**src/rtl/writeback_pipe_if.sv**
```systemverilog
// rtl/writeback_pipe_if.sv - MEM-to-writeback handshake and register-file/PC result bundle
interface writeback_pipe_if #(
    parameter int DWIDTH   = 32,
    parameter int AWIDTH   = 32,
    parameter int RWIDTH   = 5,
    parameter int CNTWIDTH = 64
);
    logic                valid_i;
    logic                stall_i;
    logic                flush_i;
    logic [AWIDTH-1:0]   pc_i;
    logic [DWIDTH-1:0]   alu_res_i;
    logic [DWIDTH-1:0]   memory_data_i;
    logic [DWIDTH-1:0]   imm_i;
    logic [1:0]          wbsel_i;
    logic [2:0]          funct3_i;
    logic                regwren_i;
    logic [RWIDTH-1:0]   rd_i;
    logic                pcsel_i;

    logic                wb_valid_o;
    logic                regwren_o;
    logic [RWIDTH-1:0]   rd_o;
    logic [DWIDTH-1:0]   writeback_data_o;
    logic [AWIDTH-1:0]   next_pc_o;
    logic                misalign_o;
    logic [CNTWIDTH-1:0] instret_o;

    modport master (
        output valid_i, stall_i, flush_i, pc_i, alu_res_i, memory_data_i, imm_i,
               wbsel_i, funct3_i, regwren_i, rd_i, pcsel_i,
        input  wb_valid_o, regwren_o, rd_o, writeback_data_o, next_pc_o, misalign_o, instret_o
    );

    modport slave (
        input  valid_i, stall_i, flush_i, pc_i, alu_res_i, memory_data_i, imm_i,
               wbsel_i, funct3_i, regwren_i, rd_i, pcsel_i,
        output wb_valid_o, regwren_o, rd_o, writeback_data_o, next_pc_o, misalign_o, instret_o
    );
endinterface

```
**src/rtl/writeback_pipe.sv**
```systemverilog
// rtl/writeback_pipe.sv - registered write-back stage with load alignment, next PC and retire counter
module writeback_pipe #(
    parameter int                DWIDTH   = 32,
    parameter int                AWIDTH   = 32,
    parameter int                RWIDTH   = 5,
    parameter int                CNTWIDTH = 64,
    parameter logic [AWIDTH-1:0] RESET_PC = AWIDTH'(32'h0100_0000)
) (
    input  logic             clk,
    input  logic             reset,
    writeback_pipe_if.slave  bus
);
    logic                r_valid;
    logic [AWIDTH-1:0]   r_pc;
    logic [DWIDTH-1:0]   r_alu;
    logic [DWIDTH-1:0]   r_mem;
    logic [DWIDTH-1:0]   r_imm;
    logic [1:0]          r_wbsel;
    logic [2:0]          r_funct3;
    logic                r_regwren;
    logic [RWIDTH-1:0]   r_rd;
    logic [AWIDTH-1:0]   r_next_pc;
    logic [CNTWIDTH-1:0] r_instret;

    logic                w_retire;
    logic [1:0]          w_off;
    logic [7:0]          w_byte;
    logic [15:0]         w_half;
    logic [DWIDTH-1:0]   w_load;
    logic [DWIDTH-1:0]   w_data;
    logic [AWIDTH-1:0]   w_pc4;
    logic                w_is_byte;
    logic                w_is_half;
    logic                w_is_word;

    // A held instruction leaves on release of stall, or when a flush pushes it out.
    assign w_retire = r_valid & (~bus.stall_i | bus.flush_i);

    always_ff @(posedge clk) begin
        if (reset) begin
            r_valid   <= 1'b0;
            r_pc      <= '0;
            r_alu     <= '0;
            r_mem     <= '0;
            r_imm     <= '0;
            r_wbsel   <= 2'd0;
            r_funct3  <= 3'd0;
            r_regwren <= 1'b0;
            r_rd      <= '0;
            r_next_pc <= RESET_PC;
            r_instret <= '0;
        end else begin
            if (w_retire) begin
                r_instret <= r_instret + CNTWIDTH'(1);
            end
            if (bus.flush_i) begin
                r_valid <= 1'b0;
            end else if (!bus.stall_i) begin
                r_valid   <= bus.valid_i;
                r_pc      <= bus.pc_i;
                r_alu     <= bus.alu_res_i;
                r_mem     <= bus.memory_data_i;
                r_imm     <= bus.imm_i;
                r_wbsel   <= bus.wbsel_i;
                r_funct3  <= bus.funct3_i;
                r_regwren <= bus.regwren_i;
                r_rd      <= bus.rd_i;
                if (bus.valid_i) begin
                    r_next_pc <= bus.pcsel_i ? AWIDTH'(bus.alu_res_i) : bus.pc_i + AWIDTH'(4);
                end
            end
        end
    end

    assign w_off     = r_alu[1:0];
    assign w_pc4     = r_pc + AWIDTH'(4);
    assign w_is_byte = (r_funct3 == 3'b000) | (r_funct3 == 3'b100);
    assign w_is_half = (r_funct3 == 3'b001) | (r_funct3 == 3'b101);
    assign w_is_word = ~w_is_byte & ~w_is_half;

    always_comb begin
        w_byte = r_mem[7:0];
        case (w_off)
            2'd0: w_byte = r_mem[7:0];
            2'd1: w_byte = r_mem[15:8];
            2'd2: w_byte = r_mem[23:16];
            2'd3: w_byte = r_mem[31:24];
            default: w_byte = r_mem[7:0];
        endcase
        w_half = w_off[1] ? r_mem[31:16] : r_mem[15:0];
        case (r_funct3)
            3'b000:  w_load = {{(DWIDTH-8){w_byte[7]}}, w_byte};
            3'b100:  w_load = {{(DWIDTH-8){1'b0}}, w_byte};
            3'b001:  w_load = {{(DWIDTH-16){w_half[15]}}, w_half};
            3'b101:  w_load = {{(DWIDTH-16){1'b0}}, w_half};
            default: w_load = r_mem;
        endcase
    end

    always_comb begin
        w_data = r_alu;
        case (r_wbsel)
            2'd0:    w_data = r_alu;
            2'd1:    w_data = w_load;
            2'd2:    w_data = DWIDTH'(w_pc4);
            2'd3:    w_data = r_imm;
            default: w_data = r_alu;
        endcase
    end

    assign bus.wb_valid_o       = r_valid;
    assign bus.regwren_o        = r_valid & r_regwren & (r_rd != '0);
    assign bus.rd_o             = r_rd;
    assign bus.writeback_data_o = w_data;
    assign bus.next_pc_o        = r_next_pc;
    assign bus.misalign_o       = r_valid & (r_wbsel == 2'd1) &
                                  ((w_is_half & w_off[0]) | (w_is_word & (w_off != 2'd0)));
    assign bus.instret_o        = r_instret;
endmodule

```
**src/flat_wrapper.sv**
```systemverilog
// flat-port wrapper written by rule: the top's interface ports become plain ports
module writeback_pipe_flat 
#(
    parameter int                DWIDTH   = 32,
    parameter int                AWIDTH   = 32,
    parameter int                RWIDTH   = 5,
    parameter int                CNTWIDTH = 64,
    parameter logic [AWIDTH-1:0] RESET_PC = AWIDTH'(32'h0100_0000)
)
  (clk, reset, bus_valid_i, bus_stall_i, bus_flush_i, bus_pc_i, bus_alu_res_i, bus_memory_data_i, bus_imm_i, bus_wbsel_i, bus_funct3_i, bus_regwren_i, bus_rd_i, bus_pcsel_i, bus_wb_valid_o, bus_regwren_o, bus_rd_o, bus_writeback_data_o, bus_next_pc_o, bus_misalign_o, bus_instret_o);
  writeback_pipe_if #(.DWIDTH(DWIDTH), .AWIDTH(AWIDTH), .RWIDTH(RWIDTH), .CNTWIDTH(CNTWIDTH)) bus_i ();
  input  logic clk;
  input  logic reset;
  input wire logic [$bits(bus_i.valid_i)-1:0] bus_valid_i;
  input wire logic [$bits(bus_i.stall_i)-1:0] bus_stall_i;
  input wire logic [$bits(bus_i.flush_i)-1:0] bus_flush_i;
  input wire logic [$bits(bus_i.pc_i)-1:0] bus_pc_i;
  input wire logic [$bits(bus_i.alu_res_i)-1:0] bus_alu_res_i;
  input wire logic [$bits(bus_i.memory_data_i)-1:0] bus_memory_data_i;
  input wire logic [$bits(bus_i.imm_i)-1:0] bus_imm_i;
  input wire logic [$bits(bus_i.wbsel_i)-1:0] bus_wbsel_i;
  input wire logic [$bits(bus_i.funct3_i)-1:0] bus_funct3_i;
  input wire logic [$bits(bus_i.regwren_i)-1:0] bus_regwren_i;
  input wire logic [$bits(bus_i.rd_i)-1:0] bus_rd_i;
  input wire logic [$bits(bus_i.pcsel_i)-1:0] bus_pcsel_i;
  output wire logic [$bits(bus_i.wb_valid_o)-1:0] bus_wb_valid_o;
  output wire logic [$bits(bus_i.regwren_o)-1:0] bus_regwren_o;
  output wire logic [$bits(bus_i.rd_o)-1:0] bus_rd_o;
  output wire logic [$bits(bus_i.writeback_data_o)-1:0] bus_writeback_data_o;
  output wire logic [$bits(bus_i.next_pc_o)-1:0] bus_next_pc_o;
  output wire logic [$bits(bus_i.misalign_o)-1:0] bus_misalign_o;
  output wire logic [$bits(bus_i.instret_o)-1:0] bus_instret_o;
  assign bus_i.valid_i = bus_valid_i;
  assign bus_i.stall_i = bus_stall_i;
  assign bus_i.flush_i = bus_flush_i;
  assign bus_i.pc_i = bus_pc_i;
  assign bus_i.alu_res_i = bus_alu_res_i;
  assign bus_i.memory_data_i = bus_memory_data_i;
  assign bus_i.imm_i = bus_imm_i;
  assign bus_i.wbsel_i = bus_wbsel_i;
  assign bus_i.funct3_i = bus_funct3_i;
  assign bus_i.regwren_i = bus_regwren_i;
  assign bus_i.rd_i = bus_rd_i;
  assign bus_i.pcsel_i = bus_pcsel_i;
  assign bus_wb_valid_o = bus_i.wb_valid_o;
  assign bus_regwren_o = bus_i.regwren_o;
  assign bus_rd_o = bus_i.rd_o;
  assign bus_writeback_data_o = bus_i.writeback_data_o;
  assign bus_next_pc_o = bus_i.next_pc_o;
  assign bus_misalign_o = bus_i.misalign_o;
  assign bus_instret_o = bus_i.instret_o;
  writeback_pipe #(.DWIDTH(DWIDTH), .AWIDTH(AWIDTH), .RWIDTH(RWIDTH), .CNTWIDTH(CNTWIDTH), .RESET_PC(RESET_PC)) u_core (.clk(clk), .reset(reset), .bus(bus_i));
endmodule
```
**config.mk**
```make
export PLATFORM = sky130hd
export DESIGN_NAME = writeback_pipe_flat
export DESIGN_NICKNAME = d
export VERILOG_FILES = /design/src/rtl/writeback_pipe_if.sv /design/src/rtl/writeback_pipe.sv /design/src/flat_wrapper.sv
export SDC_FILE = /design/constraint.sdc
export NUM_CORES = 1
export LEC_CHECK = 0
export ABC_CLOCK_PERIOD_IN_PS = 2300
export CAP_MARGIN = 15
export CELL_PAD_IN_SITES_DETAIL_PLACEMENT = 1
export CELL_PAD_IN_SITES_GLOBAL_PLACEMENT = 2
export CORE_MARGIN = 8
export CORE_UTILIZATION = 28
export CTS_CLUSTER_SIZE = 28
export DETAILED_ROUTE_END_ITERATION = 10
export GPL_ROUTABILITY_DRIVEN = 0
export PLACE_DENSITY = 0.81
export SYNTH_ARGS = -nofsm -noshare
export SYNTH_HDL_FRONTEND = slang
export SYNTH_SLANG_ARGS = --single-unit
```
**constraint.sdc**
```tcl
create_clock -name clk -period 2.3 [get_ports clk]
set_input_delay 0.345 -clock clk [delete_from_list [all_inputs] [get_ports clk]]
set_output_delay 0.345 -clock clk [all_outputs]
set_load 0.03 [all_outputs]
```
# Word level (Yosys, flattened, before mapping)

Cells that the tools add are included.

Register bits after elaboration: 236
Input bits: 145
Output and inout bits: 136

Add/subtract/negate cells: 3
Eq/ne operators: 9
Muxes and demuxes: 5
Bitwise logic cells: 16
Reduce and logical (&&, ||, !) cells: 8

Operators with widths:

| kind                                                             | number |
|---|---|
| 32-bit one-hot mux with 4 select lines                           | 2 |
| 32-bit by 3-bit adder with 32-bit output (second input constant) | 2 |
| 64-bit by 1-bit adder with 64-bit output (second input constant) | 1 |
| 32-bit 2-to-1 mux                                                | 1 |
| 8-bit one-hot mux with 4 select lines                            | 1 |
| 16-bit 2-to-1 mux                                                | 1 |
| 1-bit bitwise AND                                                | 8 |
| 2-bit == test (second input constant)                            | 4 |
| 3-bit == test (second input constant)                            | 2 |
| 5-bit nonzero test                                               | 1 |
| 2-bit by 1-bit == test with 1-bit output (second input constant) | 2 |
| 2-bit zero test                                                  | 2 |
| 1-bit NOT                                                        | 4 |
| 1-bit OR                                                         | 4 |
| 3-bit by 1-bit == test with 1-bit output (second input constant) | 1 |
| 3-bit zero test                                                  | 1 |
| 3-bit AND reduction                                              | 1 |
| 2-bit AND reduction                                              | 1 |
| 2-bit nonzero test                                               | 1 |
| 2-bit OR reduction                                               | 1 |

# Depth between registers and ports, before layout

Depth in word-level cells: 7
Depth in mapped cells: 9

# Worst setup path before layout

OpenSTA, ideal clock, no wires.

Path kind: register -> output
Start: reg u_core.r_pc[2]
End: out bus_writeback_data_o[28]
Data arrival time: 2,191 ps
Data required time: 1,955 ps
Setup slack: -236 ps
Cell stages (with the launch flop): 8
Cells stage by stage: dfxtp_1 -> ha_1 -> and4_1 -> buf_2 -> nand3_1 -> nor4_1 -> xnor2_1 -> o21ai_0

Cells in the longest elaborated chain, start to end: 2

Ends and longest elaborated chain:

| what                                     | line                  | RTL |
|---|---|---|
| from (decl)                              | writeback_pipe.sv:14  | `logic [AWIDTH-1:0] r_pc;` |
| from (signal assigned)                   | writeback_pipe.sv:60  | `r_pc <= bus.pc_i;` |
| 32-bit by 3-bit adder with 32-bit output | writeback_pipe.sv:76  | `assign w_pc4 = r_pc + AWIDTH'(4);` |
| 32-bit one-hot mux with 4 select lines   | writeback_pipe.sv:102 | `case (r_wbsel)` |
| to (decl)                                | flat_wrapper.sv:29    | `output wire logic [$bits(bus_i.writeback_data_o)-1:0] bus_writeback_data_o;` |

No other way between the ends.

# Final worst setup path

Start: reg u_core.r_pc[2]
End: out bus_writeback_data_o[29]

Same word-level chain as after synthesis.

==> flow_metrics.env <==
export IMPL_max_vdd_ir_drop_mv=0.450
export IMPL_fp_row_count=75
export IMPL_crit_arrival_ps=2520
export IMPL_overflow=0
export IMPL_synthCells=1579
export IMPL_warnings_synthesis=0
export IMPL_cts_path_max_buffers=3
export IMPL_timing_final_crit_share_pct=124
export IMPL_postSynthAreaPerCell_um2=7.59
export IMPL_wire_length_of_the_first_global_routing_pass_mm=82.9
export IMPL_cap_viol_max_count=0
export IMPL_detailed_place_hpwl_mm=40.7
export IMPL_finClkSkew_ps=7.92
export IMPL_timing_critical_path_fanout_max=4
export IMPL_timing_max_slew_rel_slack_pct=56.9
export IMPL_boundaryPins=281
export IMPL_ys_async_sr_fraction_pct=0
export IMPL_final_worst_path_period_need_ps=2860
export IMPL_setup_viol=32
export IMPL_clk_insertion_delay_late_ps=550
export IMPL_sequential_element_share_of_the_synthesized_area_pct=39.4
export IMPL_worstPathCellList="and4_4, nand4_1, buf_6, or3_4, o211a_1, or3_4, buf_12"
export IMPL_place_worst_setup_slack_ps=-120
export IMPL_grt_antenna_before_repair=2
export IMPL_io_buffer_count=280
export IMPL_violated_checks="setup timing"
export IMPL_post_drt_via_cell_ratio=5.27
export IMPL_cpPeakStageDelay_ps=400
export IMPL_timing_critical_path_from_type="flop"
export IMPL_drtIter0Drc=869
export IMPL_timing_setup_critical_path_class="flop to output pin"
export IMPL_grt_setup_unrepaired="true"
export IMPL_timing_final_hold_violations=0
export IMPL_timing_final_max_slew_violations=0
export IMPL_start_util_pct=28.4
export IMPL_detail_route_wirelength_mm=54.7
export IMPL_drc_violations_left=0
export IMPL_num_nets_final=2103
export IMPL_cp_data_required_time_ps=1960
export IMPL_mappedNetlistNets=1727
export IMPL_die_h_um=223
export IMPL_postSynthRegisterBits=236
export IMPL_synth_area_um2=12000
export IMPL_clkSinkCount=236
export IMPL_clockRootBuffer="sky130_fd_sc_hd__clkbuf_16"
export IMPL_chipWidth_um=223
export IMPL_hp_class="input port to flop"
export IMPL_synth_distinct_cells=69
export IMPL_number_of_global_route_vias_before_repair=13600
export IMPL_timing_critical_path_mode_cell="sky130_fd_sc_hd__or3_4"
export IMPL_area_growth_synth_to_final_pct=54.5
export IMPL_pwr_density_cell_nw_per_um2=579
export IMPL_cp_slowest_cell="sky130_fd_sc_hd__or3_4"
export IMPL_combined_global_route_utilization_of_all_metal_layers_pct=20.8
export IMPL_vias=13200
export IMPL_hold_slack_ps=143
export IMPL_maximum_number_of_pins_on_one_net_before_global_route_repair=68
export IMPL_worstMarginPinSlew_ps=644
export IMPL_drtPass1Iterations=6
export IMPL_cts_htree_levels=1
export IMPL_post_route_cells_drive_above_1_share_pct=20.3
export IMPL_endpoint_kind="output pin"
export IMPL_avgRoutedWirePerCell_um=21.8
export IMPL_cellLeakagePower_nw=6.65
export IMPL_die_area_um2=49700
export IMPL_layout_commonest_cell="sky130_fd_sc_hd__nand2_1"
export IMPL_final_cell_mix="sky130_fd_sc_hd__nand2_1 (355), sky130_fd_sc_hd__clkdlybuf4s50_1 (245), sky130_fd_sc_hd__dfxtp_1 (218), sky130_fd_sc_hd__a21oi_1 (217), sky130_fd_sc_hd__buf_4 (152)"
export IMPL_most_instantiated_flip_flop_cell_in_the_synthesis_netlist="sky130_fd_sc_hd__dfxtp_1"
export IMPL_worst_setup_hold_path_clk_slew_ps=60
export IMPL_clock_fmax_mhz=349
export IMPL_number_of_buffers_added_by_the_clock_tree_synthesis_step=30
export IMPL_ant_nets=0
export IMPL_fin_ws_ps=-563
export IMPL_core_region_area_um2=42100
export IMPL_synth_edf_count=0
export IMPL_status="complete, but fails checks"
export IMPL_power_total_mw=10.7
export IMPL_cts_hold_buffers=0
export IMPL_clock_tree_from_tritoncts="built"
export IMPL_finish_utilization_pct=43.9
-- layer usage --
metal / part of all wire [%] / global-route usage (%)
met4: 2.1 / 4.65
met5: 0 / 0
met3: 4.5 / 2.83
met1: 47 / 28.8
met2: 46 / 34.1
-- registers in the layout, indices dropped and copies added (netlist names) --
register / count
u_core.r_regwren: 1
u_core.r_imm: 32
u_core.bus.instret_o: 64
u_core.r_funct3: 3
u_core.r_pc: 32
u_core.bus.next_pc_o: 32
u_core.r_mem: 32
u_core.bus.wb_valid_o: 1
u_core.r_wbsel: 2
u_core.bus.rd_o: 5
u_core.r_alu: 32
-- logic make-up after synthesis --
| group | after synthesis | share of synthesized area [%] |
|---|---|---|
| AND/OR/NAND/NOR | 698 | 28.3 |
| AO/OA/AOI/OAI | 400 | 19.6 |
| flip-flops | 236 | 39.4 |
| buffers and inverters | 147 | 4.89 |
| XOR/XNOR | 78 | 5.70 |
| multiplexers | 17 | 1.75 |
| adder cells (fa/ha/maj) | 3 | 0.313 |
-- synth_stat cells, types with 11 or more instances --
library cell | number | area, um2
sky130_fd_sc_hd__a21oi_1 | 223 | 1120
sky130_fd_sc_hd__a31oi_1 | 21 | 131
sky130_fd_sc_hd__and3_1 | 25 | 156
sky130_fd_sc_hd__and4_1 | 15 | 131
sky130_fd_sc_hd__clkbuf_1 | 101 | 379
sky130_fd_sc_hd__dfxtp_1 | 236 | 4720
sky130_fd_sc_hd__inv_1 | 28 | 105
sky130_fd_sc_hd__mux2i_1 | 12 | 120
sky130_fd_sc_hd__nand2_1 | 367 | 1380
sky130_fd_sc_hd__nand3_1 | 53 | 265
sky130_fd_sc_hd__nand4_1 | 39 | 244
sky130_fd_sc_hd__nor2_1 | 69 | 259
sky130_fd_sc_hd__nor3_1 | 25 | 125
sky130_fd_sc_hd__nor4_1 | 20 | 125
sky130_fd_sc_hd__o21ai_0 | 46 | 230
sky130_fd_sc_hd__o221ai_1 | 11 | 96.3
sky130_fd_sc_hd__o22ai_1 | 13 | 81.3
sky130_fd_sc_hd__o31ai_1 | 26 | 195
sky130_fd_sc_hd__or3_1 | 11 | 68.8
sky130_fd_sc_hd__or4_1 | 28 | 210
sky130_fd_sc_hd__xnor2_1 | 36 | 315
sky130_fd_sc_hd__xor2_1 | 42 | 368
-- final timing paths --
path | start | to | slack [ps] | cells past startpoint
max | u_core.r_pc[2] | bus_writeback_data_o[29] | -560 | 7
min | reset | u_core.bus.next_pc_o[30] | 140 | 2
max reg2reg | u_core.bus.instret_o[16] | u_core.bus.instret_o[56] | 180 | 7
min reg2reg | u_core.r_imm[31] | u_core.r_imm[31] | 450 | 2
-- what timing repair did --
action / CTS / global route
pin swaps: 35 / 31
buffers inserted: 17 / 7
endpoints found under the setup margin: 35 / 48
gates resized for setup: 126 / 70
cloned: 2 / 2
-- cell type report --
type,instances,area [um2]
multi-input combinational,1196,7380
antenna,1,2.50
clock buffer,43,840
inverter,28,105
fill,4927,23600
clock inverter,7,96.3
tap,539,674
timing repair buffer,463,4660
sequential,236,4750
-- report_power, final --
group	total, mW	internal [mW]	switching, mW
Sequential	4.36	4.23	0.131
Clock	4.58	2.73	1.85
Combinational	1.78	0.832	0.951
Total	10.7	7.79	2.93
-- worst max-delay path, delay by kind of cell (launching register included) --
kind                   cells  cell delay [ps]
and+or+nand+nor            4             1070
AOI/OAI and AO/OA          1              230
buffers and inverters      2              300
DFF                        1              350
-- metrics by stage --
stage	cell area [um2]	setup TNS [ps]	cells
6_report	18500	-11220	2513
5_1_grt	18500	-14110	2513
4_1_cts	18100	-11790	2505
3_5_place_dp	16600	-551	2438
3_3_place_gp	16600	-118	2438
2_1_floorplan	12000	-91.4	1579
No activity file was read; power rests on OpenSTA's default activity.
